`src/rtl/pc_next_if.sv`:
```
// Bundle of the control/datapath signals between the core and the next-PC unit.
// The master side (core control) drives the select and target inputs and
// observes the program counter, trap and retire status.
interface pc_next_if;
    logic        en;
    logic [1:0]  pc_src;
    logic [31:0] pc_target;
    logic [31:0] alu_result;
    logic        halt_req;
    logic        resume;
    logic [31:0] PC;
    logic [31:0] pc_plus4;
    logic [31:0] epc;
    logic        misalign_trap;
    logic        halted;
    logic [31:0] retire_count;

    modport master (
        output en, pc_src, pc_target, alu_result, halt_req, resume,
        input  PC, pc_plus4, epc, misalign_trap, halted, retire_count
    );

    modport slave (
        input  en, pc_src, pc_target, alu_result, halt_req, resume,
        output PC, pc_plus4, epc, misalign_trap, halted, retire_count
    );
endinterface

```
`src/rtl/pc_next_unit.sv`:
```
// Next-PC selection and program-counter register for the single-cycle RV32I
// core. Selects PC+4, the branch/JAL target or the JALR target, traps on a
// misaligned control-transfer target, supports debug halt/resume and counts
// retired instructions.
module pc_next_unit #(
    parameter logic [31:0] RESET_PC = 32'h0000_0000,
    parameter logic [31:0] TRAP_VEC = 32'h0000_0100
) (
    input  logic     clk,
    input  logic     reset,
    pc_next_if.slave bus
);

    typedef enum logic [1:0] {
        RUN    = 2'd0,
        TRAP   = 2'd1,
        HALTED = 2'd2
    } state_t;

    state_t      r_state;
    logic [31:0] r_pc;
    logic [31:0] r_epc;
    logic [31:0] r_retire;
    logic        r_trap;
    logic        r_halted;

    logic [31:0] w_pc_plus4;
    logic [31:0] w_nxt;
    logic        w_misalign;

    assign w_pc_plus4 = r_pc + 32'd4;

    // Candidate next PC; JALR clears bit 0 of its target, reserved select falls back to PC+4.
    always_comb begin
        w_nxt = w_pc_plus4;
        case (bus.pc_src)
            2'b01:   w_nxt = bus.pc_target;
            2'b10:   w_nxt = {bus.alu_result[31:1], 1'b0};
            default: w_nxt = w_pc_plus4;
        endcase
    end

    // PC+4 is always aligned, so only taken branches/jumps can raise this.
    assign w_misalign = (w_nxt[1:0] != 2'b00);

    // Run/trap/halt sequencing with registered PC, epc, trap pulse, halt flag and retire count.
    always_ff @(posedge clk) begin
        if (reset) begin
            r_state  <= RUN;
            r_pc     <= RESET_PC;
            r_epc    <= 32'h0000_0000;
            r_retire <= 32'h0000_0000;
            r_trap   <= 1'b0;
            r_halted <= 1'b0;
        end else begin
            case (r_state)
                RUN: begin
                    r_trap <= 1'b0;
                    if (bus.en) begin
                        if (w_misalign) begin
                            // Trap takes precedence over a simultaneous halt request.
                            r_epc   <= r_pc;
                            r_pc    <= TRAP_VEC;
                            r_trap  <= 1'b1;
                            r_state <= TRAP;
                        end else begin
                            r_pc     <= w_nxt;
                            r_retire <= r_retire + 32'd1;
                            if (bus.halt_req) begin
                                r_state  <= HALTED;
                                r_halted <= 1'b1;
                            end
                        end
                    end
                end
                TRAP: begin
                    // One-cycle fetch bubble at the trap vector, independent of en.
                    r_trap  <= 1'b0;
                    r_state <= RUN;
                end
                HALTED: begin
                    if (bus.resume) begin
                        r_state  <= RUN;
                        r_halted <= 1'b0;
                    end
                end
                default: begin
                    r_state  <= RUN;
                    r_trap   <= 1'b0;
                    r_halted <= 1'b0;
                end
            endcase
        end
    end

    assign bus.PC            = r_pc;
    assign bus.pc_plus4      = w_pc_plus4;
    assign bus.epc           = r_epc;
    assign bus.misalign_trap = r_trap;
    assign bus.halted        = r_halted;
    assign bus.retire_count  = r_retire;

endmodule

```
`src/flat_wrapper.sv`:
```
// flat-port wrapper written by rule: the top's interface ports become plain ports
module pc_next_unit_flat 
#(
    parameter logic [31:0] RESET_PC = 32'h0000_0000,
    parameter logic [31:0] TRAP_VEC = 32'h0000_0100
)
  (clk, reset, bus_en, bus_pc_src, bus_pc_target, bus_alu_result, bus_halt_req, bus_resume, bus_PC, bus_pc_plus4, bus_epc, bus_misalign_trap, bus_halted, bus_retire_count);
  pc_next_if bus_i ();
  input  logic clk;
  input  logic reset;
  input wire logic [$bits(bus_i.en)-1:0] bus_en;
  input wire logic [$bits(bus_i.pc_src)-1:0] bus_pc_src;
  input wire logic [$bits(bus_i.pc_target)-1:0] bus_pc_target;
  input wire logic [$bits(bus_i.alu_result)-1:0] bus_alu_result;
  input wire logic [$bits(bus_i.halt_req)-1:0] bus_halt_req;
  input wire logic [$bits(bus_i.resume)-1:0] bus_resume;
  output wire logic [$bits(bus_i.PC)-1:0] bus_PC;
  output wire logic [$bits(bus_i.pc_plus4)-1:0] bus_pc_plus4;
  output wire logic [$bits(bus_i.epc)-1:0] bus_epc;
  output wire logic [$bits(bus_i.misalign_trap)-1:0] bus_misalign_trap;
  output wire logic [$bits(bus_i.halted)-1:0] bus_halted;
  output wire logic [$bits(bus_i.retire_count)-1:0] bus_retire_count;
  assign bus_i.en = bus_en;
  assign bus_i.pc_src = bus_pc_src;
  assign bus_i.pc_target = bus_pc_target;
  assign bus_i.alu_result = bus_alu_result;
  assign bus_i.halt_req = bus_halt_req;
  assign bus_i.resume = bus_resume;
  assign bus_PC = bus_i.PC;
  assign bus_pc_plus4 = bus_i.pc_plus4;
  assign bus_epc = bus_i.epc;
  assign bus_misalign_trap = bus_i.misalign_trap;
  assign bus_halted = bus_i.halted;
  assign bus_retire_count = bus_i.retire_count;
  pc_next_unit #(.RESET_PC(RESET_PC), .TRAP_VEC(TRAP_VEC)) u_core (.clk(clk), .reset(reset), .bus(bus_i));
endmodule
```
`config.mk`:
```
export PLATFORM = sky130hd
export DESIGN_NAME = pc_next_unit_flat
export DESIGN_NICKNAME = d
export VERILOG_FILES = /design/src/rtl/pc_next_if.sv /design/src/rtl/pc_next_unit.sv /design/src/flat_wrapper.sv
export SDC_FILE = /design/constraint.sdc
export NUM_CORES = 1
export LEC_CHECK = 0
export CAP_MARGIN = 5
export CORE_MARGIN = 5
export CORE_UTILIZATION = 49
export DETAILED_ROUTE_END_ITERATION = 10
export MAX_ROUTING_LAYER = met4
export PLACE_DENSITY_LB_ADDON = 0.15
export SLEW_MARGIN = 40
export SYNTH_ARGS = -nofsm -noshare
export SYNTH_HDL_FRONTEND = slang
export SYNTH_SLANG_ARGS = --single-unit
```
`constraint.sdc`:
```
create_clock -name clk -period 6.55 [get_ports clk]
set_input_delay 1.31 -clock clk [delete_from_list [all_inputs] [get_ports clk]]
set_output_delay 1.31 -clock clk [all_outputs]
set_load 0.02 [all_outputs]
```
Word level (Yosys, flattened, before mapping)
Index checks and enable logic that the tools add are counted.

word-level totals
  bits in writable memories = 0
  memory bits (read-only) = 0
  output and inout port bits = 130
  memories = 0
  bits in latches = 0
  register bits = 100

operators by class
  div/mod/pow operators = 0
  add/subtract/negate cells = 2
  multipliers = 0
  muxes and demuxes = 15
  reduce and logical (&&, ||, !) cells = 7
  equal/unequal tests = 9
  shift operators = 0
  bitwise logic cells = 2
  order comparisons = 0

operator list
  operator                                                                 count
  32-bit one-hot mux with 2 select lines                                   1
  32-bit by 1-bit adder with 32-bit output, second input constant          1
  32-bit by 3-bit adder with 32-bit output, second input constant          1
  32-bit 2-to-1 mux                                                        1
  3-bit AND reduction                                                      3
  2-bit 2-to-1 mux                                                         4
  2-bit inequality test, second input constant                             4
  1-bit 2-to-1 mux                                                         6
  5-bit AND reduction                                                      1
  2-bit by 1-bit == test with 1-bit output, second input constant          2
  2-bit == test, second input constant                                     2
  2-bit one-hot mux with 2 select lines                                    1
  3-bit by 2-bit inequality test with 1-bit output, second input constant  1
  1-bit one-hot mux with 3 select lines                                    1
  2-bit zero test                                                          1
  1-bit NOT                                                                2
  1-bit one-hot mux with 2 select lines                                    1
  2-bit AND reduction                                                      1
  2-bit nonzero test                                                       1

Longest topological paths before layout
Gate-level depths: netlist of run 1.

  depth after elaboration = 6
  gate-level depth with buffers = 9

Worst setup path after synthesis of run 1
Ideal clock, no wire load.

  kind = reg2out
  start point = reg u_core.r_pc[2] (netlist: u_core.bus.PC[2])
  end point = out bus_pc_plus4[30]
  buffers on the path = 1
  required time = 5,240 ps
  arrival time = 2,424 ps
  path slack = 2,816 ps
  stages on the path, launching flop included = 7
  cell sequence = dfxtp_1 ha_1 nand4_1 or2_2 clkbuf_1 or4_4 xnor2_1

on the way
  cells in the longest elaborated chain, start to end = 1

RTL lines
  what                                      line                text
  start: declaration                        pc_next_unit.sv:21  logic [31:0] r_pc;
  start signal: assignment                  pc_next_unit.sv:67  r_pc <= w_nxt;
  32-bit by 3-bit adder with 32-bit output  pc_next_unit.sv:31  assign w_pc_plus4 = r_pc + 32'd4;
  end: declaration                          flat_wrapper.sv:18  output wire logic [$bits(bus_i.pc_plus4)-1:0] bus_pc_plus4;

Every way passes these cells.

Final worst setup path of run 1
  start point = reg u_core.r_pc[10] (netlist: u_core.bus.PC[10])
  end point = out bus_pc_plus4[31]

The elaborated chain is that of the path after synthesis.

==> impl_results.md, run 1 <==
* Run status: finished clean
* Worst rel slew slack at 51.7%
* Unique masters post-synth at 58
* Peak fanout along the critical path at 14
* # DRC at 0
* Max Fclk at 0.208 GHz
* GPL Wtd Cong at 0.862
* Setup violations, final at 0
* Reg2reg start: u_core.r_state[1]$_SDFFE_PP0P_
* CP Class: register to output pin
* Yosys warns at 0
* Worst setup EP type: output pin
* Cell taking the most area after synthesis: dfxtp_1
* Layout net count at 927
* Initial drt markers at 555
* Tmin final at 4.81 ns
* Drt first pass iters at 5
* Top-Level Pins at 201
* Die Area at 13,400 sq um
* Global-route wire length before repair at 30,100 um
* Part of the cycle the worst path needs at 73.5%
* Num rows at 38
* DR vias at 6,051
* Clock buffer depth at 2
* Antenna Violating Nets Remaining at 0
* Routed WL at 19,200 um
* CP startpoint: u_core.bus.PC[10]$_SDFFE_PP0P_
* Initial antenna violation count at 0
* Setup TNS at 0 ns
* Syn_area_per_cell at 7.78 sq um
* Vias in the first global route at 5,937
* LEAKAGE at 2.44 nW
* Root Driver: clkbuf_8
* Top FF cell, synth: dfxtp_1
* GR Overflow Total at 0
* Min-Delay Startpoint: u_core.bus.epc[19]$_SDFFE_PP0P_
* CTS hold repair buffers at 0
* Fin. max-slew vios at 0
* Diode count at 0
* CTS tree: built
* Slew @ Worst Pin at 0.725 ns
* Top layer reached by signal wires: met4
* Startpoint Class: register
* CTS resizes at 0
* DP Wirelength at 13,500 um
* Max cap viols at 0
* Layout area overhead at 39.8%
* Worst-path clk slew at 0.09 ns
* Hold Path Class: register to register
* Area of the multi-input gates at 3140 sq um
* Hold Fails Final Rpt at 0
* Cells after Synth at 702
* Arr. time, crit path at 3.50 ns
* Filler cell count at 903
* Cell Area, Placed at 7410 sq um
* Share of cells above drive strength 1 at 4.78%
* Metal2 WL at 8880 um
* Vias per cell at 6.07
* Initial Util at 50.2%
* Worst vdd ir at 0.0000988 V
* Port bufs at 199
* Max Clock Skew at 0.0103 ns
* Register area share after synthesis at 36.7%
* Total GRT Usage at 28.9%
* Core ar. at 10,900 sq um
* Area of the mapped netlist at 5460 sq um
* Util after Layout at 70.1%
* Critical Path RT at 5.24 ns
* Synth top area share at 36.7%
* Post-synth EDFFs at 0
* Total setup buffers inserted after CTS at 0
* Syn Nets at 777
* CTS H-tree depth at 3
* DIE WIDTH at 116 um
* Top area cells in the synthesized netlist: dfxtp_1 37%, nand2_1 7.2%, a21oi_1 5.5%
* P per Cell Area at 189 nW/um^2
* Count leader, synth: nand2_1
* Top cells by count, synth: 105 x nand2_1, 100 x dfxtp_1, 60 x a21oi_1
* FF+latch area at 2000 sq um
* Cell area after layout at 7630 sq um
* Per-cell routed wire length at 19.2 um
* Clock Latency Late Sink at 0.38 ns
* Sink Count at 100
* RSZ-0062 raised after global routing: no
* Die Ht at 116 um
* Total CTS buffers at 9
* FF+latch count, synth at 100
* Met3 WL at 1570 um
* Asr flop ratio synth at 0%
* Routed length on met1 at 7980 um
* Largest net degree at the start of global routing at 67
[metal layers]
metal	GRT usage, %	vias to the layer above
met5	-	-
met4	13.4	0
met3	4.70	61
met2	45.6	314
met1	36.2	2827
li1	-	2849
[layout by cell type, fill, tap and decap left out, types with 19 or more instances in the layout]
master and n:
xnor2_1 30, a221oi_1 19, clkdlybuf4s50_1 198, dfxtp_1 100, nand4_1 20, nand3_1 27
a21oi_1 60, nor3_1 21, nor2_1 54, nand2_1 105
[flip-flops by register name, summed over array words and instances (netlist names)]
| name | cells |
|---|---|
| u_core.r_state | 2 |
| u_core.bus.misalign_trap | 1 |
| u_core.bus.PC | 32 |
| u_core.bus.retire_count | 32 |
| u_core.bus.halted | 1 |
| u_core.bus.epc | 32 |
[worst paths after layout]
kind	slack, ns	end	depth (start not counted)
setup / recovery	1.74	bus_pc_plus4[31]	5
hold / removal	0.46	u_core.bus.epc[19]$_SDFFE_PP0P_	2
setup reg to reg	3.79	u_core.bus.retire_count[24]$_SDFFE_PP0P_	5
hold reg to reg	0.46	u_core.bus.epc[19]$_SDFFE_PP0P_	2
[kinds of logic (layout without fill, tap and decap cells)]
kind of cell | after synthesis | in the layout | synth area share [%]
and+or+nand+nor | 299 | 299 | 27.3
AOI/OAI and AO/OA | 171 | 171 | 21.5
DFF | 100 | 100 | 36.7
buffers and inverters | 83 | 238 | 6.23
xor gates and xnor gates | 42 | 42 | 6.74
adders and majority gates | 4 | 4 | 0.916
muxes | 3 | 3 | 0.619
[critical path: stages (launching register included)]
cell and delay [ns]:
dfxtp_1 0.59, nand4_4 0.20, or4_1 0.82, nor4_1 0.68
xor2_1 0.18, clkdlybuf4s50_1 0.65
[power by group]
part | leakage, nW | internal [W] | switching [W]
Clock | 0.107 | 0.000226 | 0.000220
Sequential | 0.810 | 0.000627 | 0.0000392
Combinational | 1.53 | 0.000149 | 0.000180
[cell type report]
type,count,share of cell area [%]
tap,140,2.29
clock buffer,12,1.90
timing repair buffer,206,26.7
sequential,100,26.2
clock inverter,4,0.951
inverter,16,0.787
multi-input combinational,519,41.1
[per-stage QoR]
| step | setup WS (ns) | total power, W | hold WS [ns] | cells |
|---|---|---|---|---|
| floorplan | 2.82 | 0.000849 | 0.478 | 702 |
| global placement | 1.79 | 0.00100 | 0.442 | 981 |
| detailed placement | 1.67 | 0.00101 | 0.450 | 981 |
| CTS | 1.78 | 0.00144 | 0.464 | 997 |
| global route | 1.52 | 0.00150 | 0.480 | 997 |
| finish | 1.74 | 0.00144 | 0.461 | 997 |
No activity file was read; power rests on OpenSTA's default activity.
==> run 2, diff against run 1 <==
Settings changed: CORE_UTILIZATION 49 to 41.
Clock period 6.55 ns to 4.1 ns, I/O delays scaled along.
==> run 2 against run 1 <==
Compared with the run above: register-to-register slack worse by 2.1 ns; via count about the same; cell count up 4.8%; combinational power up 69%; critical path depth unchanged; first-iteration DRC count up 2.0%; largest power group unchanged.
==> impl_results.md, run 2 (synthesis results as in run 1) <==
* # DRC at 0 (unchanged)
* Setup TNS at 0 ns (unchanged)
* Peak fanout along the critical path at 9 (was 14)
* P per Cell Area at 312 nW/um^2 (was 189 nW/um^2)
* GR Overflow Total at 0 (unchanged)
* Core ar. at 13,100 sq um (was 10,900 sq um)
* Setup WS pre-CTS at 0.370 ns (was 1.67 ns)
* Run status: finished clean (unchanged)
* Hold Fails Final Rpt at 0 (unchanged)
* Most common cell after layout, fill and taps aside: clkdlybuf4s50_1 (unchanged)
* Cell Area, Placed at 7560 sq um (was 7410 sq um)
* RSZ-0062 raised after global routing: no (unchanged)
* Total GRT Usage at 24.5% (was 28.9%)
* Root Driver: clkbuf_16 (was clkbuf_8)
* Clk pwr share at 34.4% (was 30.9%)
* Total CTS buffers at 9 (unchanged)
* Part of the cycle the worst path needs at 95.9%
* Vias per cell at 5.78 (was 6.07)
* Die Ht at 125 um (was 116 um)
* Slowest cell on crit path: or4_4 (was or4_1)
* Max Fclk at 0.254 GHz
* Final WS setup at 0.167 ns (was 1.74 ns)
* Worst rel slew slack at 47.9% (was 51.7%)
* Diode count at 0 (unchanged)
* Initial antenna violation count at 0 (unchanged)
* DR vias at 6,045 (was 6,051)
* Worst-path clk slew at 0.07 ns (was 0.09 ns)
* CP Class: register to output pin (unchanged)
* GPL Wtd Cong at 0.846 (was 0.862)
* Share of cells above drive strength 1 at 6.67% (was 4.78%)
* DP Wirelength at 13,900 um (was 13,500 um)
* Layout net count at 941 (was 927)
* Initial Util at 41.6% (was 50.2%)
* Slew @ Worst Pin at 0.781 ns (was 0.725 ns)
* Per-cell routed wire length at 18.5 um (was 19.2 um)
* Worst setup EP type: output pin (unchanged)
* Critical Path RT at 3.28 ns (was 5.24 ns)
* Psw at 0.000734 W (was 0.000439 W)
* Vias in the first global route at 5,759 (was 5,937)
* Initial drt markers at 566 (was 555)
* Area of the multi-input gates at 3150 sq um (was 3140 sq um)
* Startpoint Class: register (unchanged)
* DIE WIDTH at 125 um (was 116 um)
* Combinational power share at 22.6% (was 22.8%)
* Pint at 0.00172 W (was 0.00100 W)
* Die Area at 15,700 sq um (was 13,400 sq um)
* Largest net degree at the start of global routing at 72 (was 67)
* Max cap viols at 0 (unchanged)
* Drt first pass iters at 5 (unchanged)
* Setup violations, final at 0 (unchanged)
* Filler cell count at 1,185 (was 903)
* Top-Level Pins at 201 (unchanged)
* Sequential Power Share at 43.0% (was 46.3%)
* Clock buffer depth at 2 (unchanged)
* Clock Latency Late Sink at 0.35 ns (was 0.38 ns)
* Non-Filler Instances at 1,045 (was 997)
* Antenna Violating Nets Remaining at 0 (unchanged)
* Cell area after layout at 7860 sq um (was 7630 sq um)
* FF+latch area at 2000 sq um (about the same)
* CTS tree: built (unchanged)
* Layout area overhead at 43.9% (was 39.8%)
* Max stage delay on crit path at 0.65 ns (was 0.82 ns)
* Crit path cell chain: nand4_4, or4_4, or4_4, xnor2_1, clkdlybuf4s50_1 (was nand4_4, or4_1, nor4_1, xor2_1, clkdlybuf4s50_1)
* Total setup buffers inserted after CTS at 0 (unchanged)
* Max Clock Skew at 0.0103 ns (about the same)
* Tmin final at 3.93 ns
* Cells after DPL at 1,031 (was 981)
* Arr. time, crit path at 3.11 ns (was 3.50 ns)
* Num rows at 42 (was 38)
* Hold Path Class: register to register (unchanged)
* CTS hold repair buffers at 0 (unchanged)
* Sw Share at 29.9% (was 30.4%)
* Global-route wire length before repair at 30,700 um (was 30,100 um)
* Cell mode on critical path: or4_4
* Sink Count at 100 (unchanged)
* Routed WL at 19,300 um (was 19,200 um)
* Port bufs at 199 (unchanged)
* Worst vdd ir at 0.000210 V (was 0.0000988 V)
* CTS H-tree depth at 3 (unchanged)
* Fin. max-slew vios at 0 (unchanged)
* Most frequent cells in the layout: 198 x clkdlybuf4s50_1, 105 x nand2_1, 99 x dfxtp_1 (was 198 x clkdlybuf4s50_1, 105 x nand2_1, 100 x dfxtp_1)
* LEAKAGE at 2.54 nW (was 2.44 nW)
-- run 2: final cells by class --
type                    count  area share, %
flip-flops and latches    100           25.5
clock buffers               9           2.87
multi-input cells         519           40.0
clock inverters             5          0.701
well taps                 176           2.80
repair buffers            220           27.3
inverters                  16          0.764
-- run 2: per-layer routing --
metal | global-route usage (%) | part of all wire (%) | vias up
met5 | - | 0 | -
met4 | 7.46 | 1.9 | 0
met3 | 5.25 | 7.3 | 26
met2 | 38.5 | 47 | 258
met1 | 31.8 | 44 | 2881
li1 | - | - | 2880
-- run 2: final timing paths --
path                                  startpoint                              to  slack [ns]  cells after the start
setup / recovery  u_core.bus.PC[11]$_SDFFE_PP0P_                bus_pc_plus4[30]        0.17                      5
hold / removal    u_core.bus.epc[1]$_SDFFE_PP0P_  u_core.bus.epc[1]$_SDFFE_PP0P_        0.45                      2
setup reg to reg  u_core.bus.PC[11]$_SDFFE_PP0P_  u_core.bus.PC[30]$_SDFFE_PP0P_        1.74                      5
hold reg to reg   u_core.bus.epc[1]$_SDFFE_PP0P_  u_core.bus.epc[1]$_SDFFE_PP0P_        0.45                      2
-- run 2: power groups by stage --
| stage | combinational, W | clock [W] | sequential (W) |
|---|---|---|---|
| after floorplan | 0.000268 | 0 | 0.00109 |
| after global placement | 0.000547 | 0 | 0.00107 |
| after detailed placement | 0.000552 | 0 | 0.00107 |
| after CTS | 0.000555 | 0.000859 | 0.00105 |
| after global routing | 0.000594 | 0.000904 | 0.00106 |
| final | 0.000555 | 0.000844 | 0.00105 |
-- run 2: metrics by stage --
stage	total power [W]	util (%)	hold WS, ns
final	0.00245	59.8	0.454
after global routing	0.00256	59.8	0.479
after CTS	0.00247	59.8	0.456
after detailed placement	0.00163	57.6	0.446
after global placement	0.00162	57.6	0.443
after floorplan	0.00136	-	0.478
-- run 2: worst max-delay path, delay by kind of cell, from the launching register on --
| family | cells | cell delay [ns] |
|---|---|---|
| xor+xnor | 1 | 0.16 |
| buf+inv | 1 | 0.65 |
| flops | 1 | 0.54 |
| simple gates | 3 | 1.41 |
-- run 2: timing repair --
item / CTS / global route
setup endpoints to repair: 1 / 5
gates cloned: 0 / 0
gates resized for setup: 1 / 3
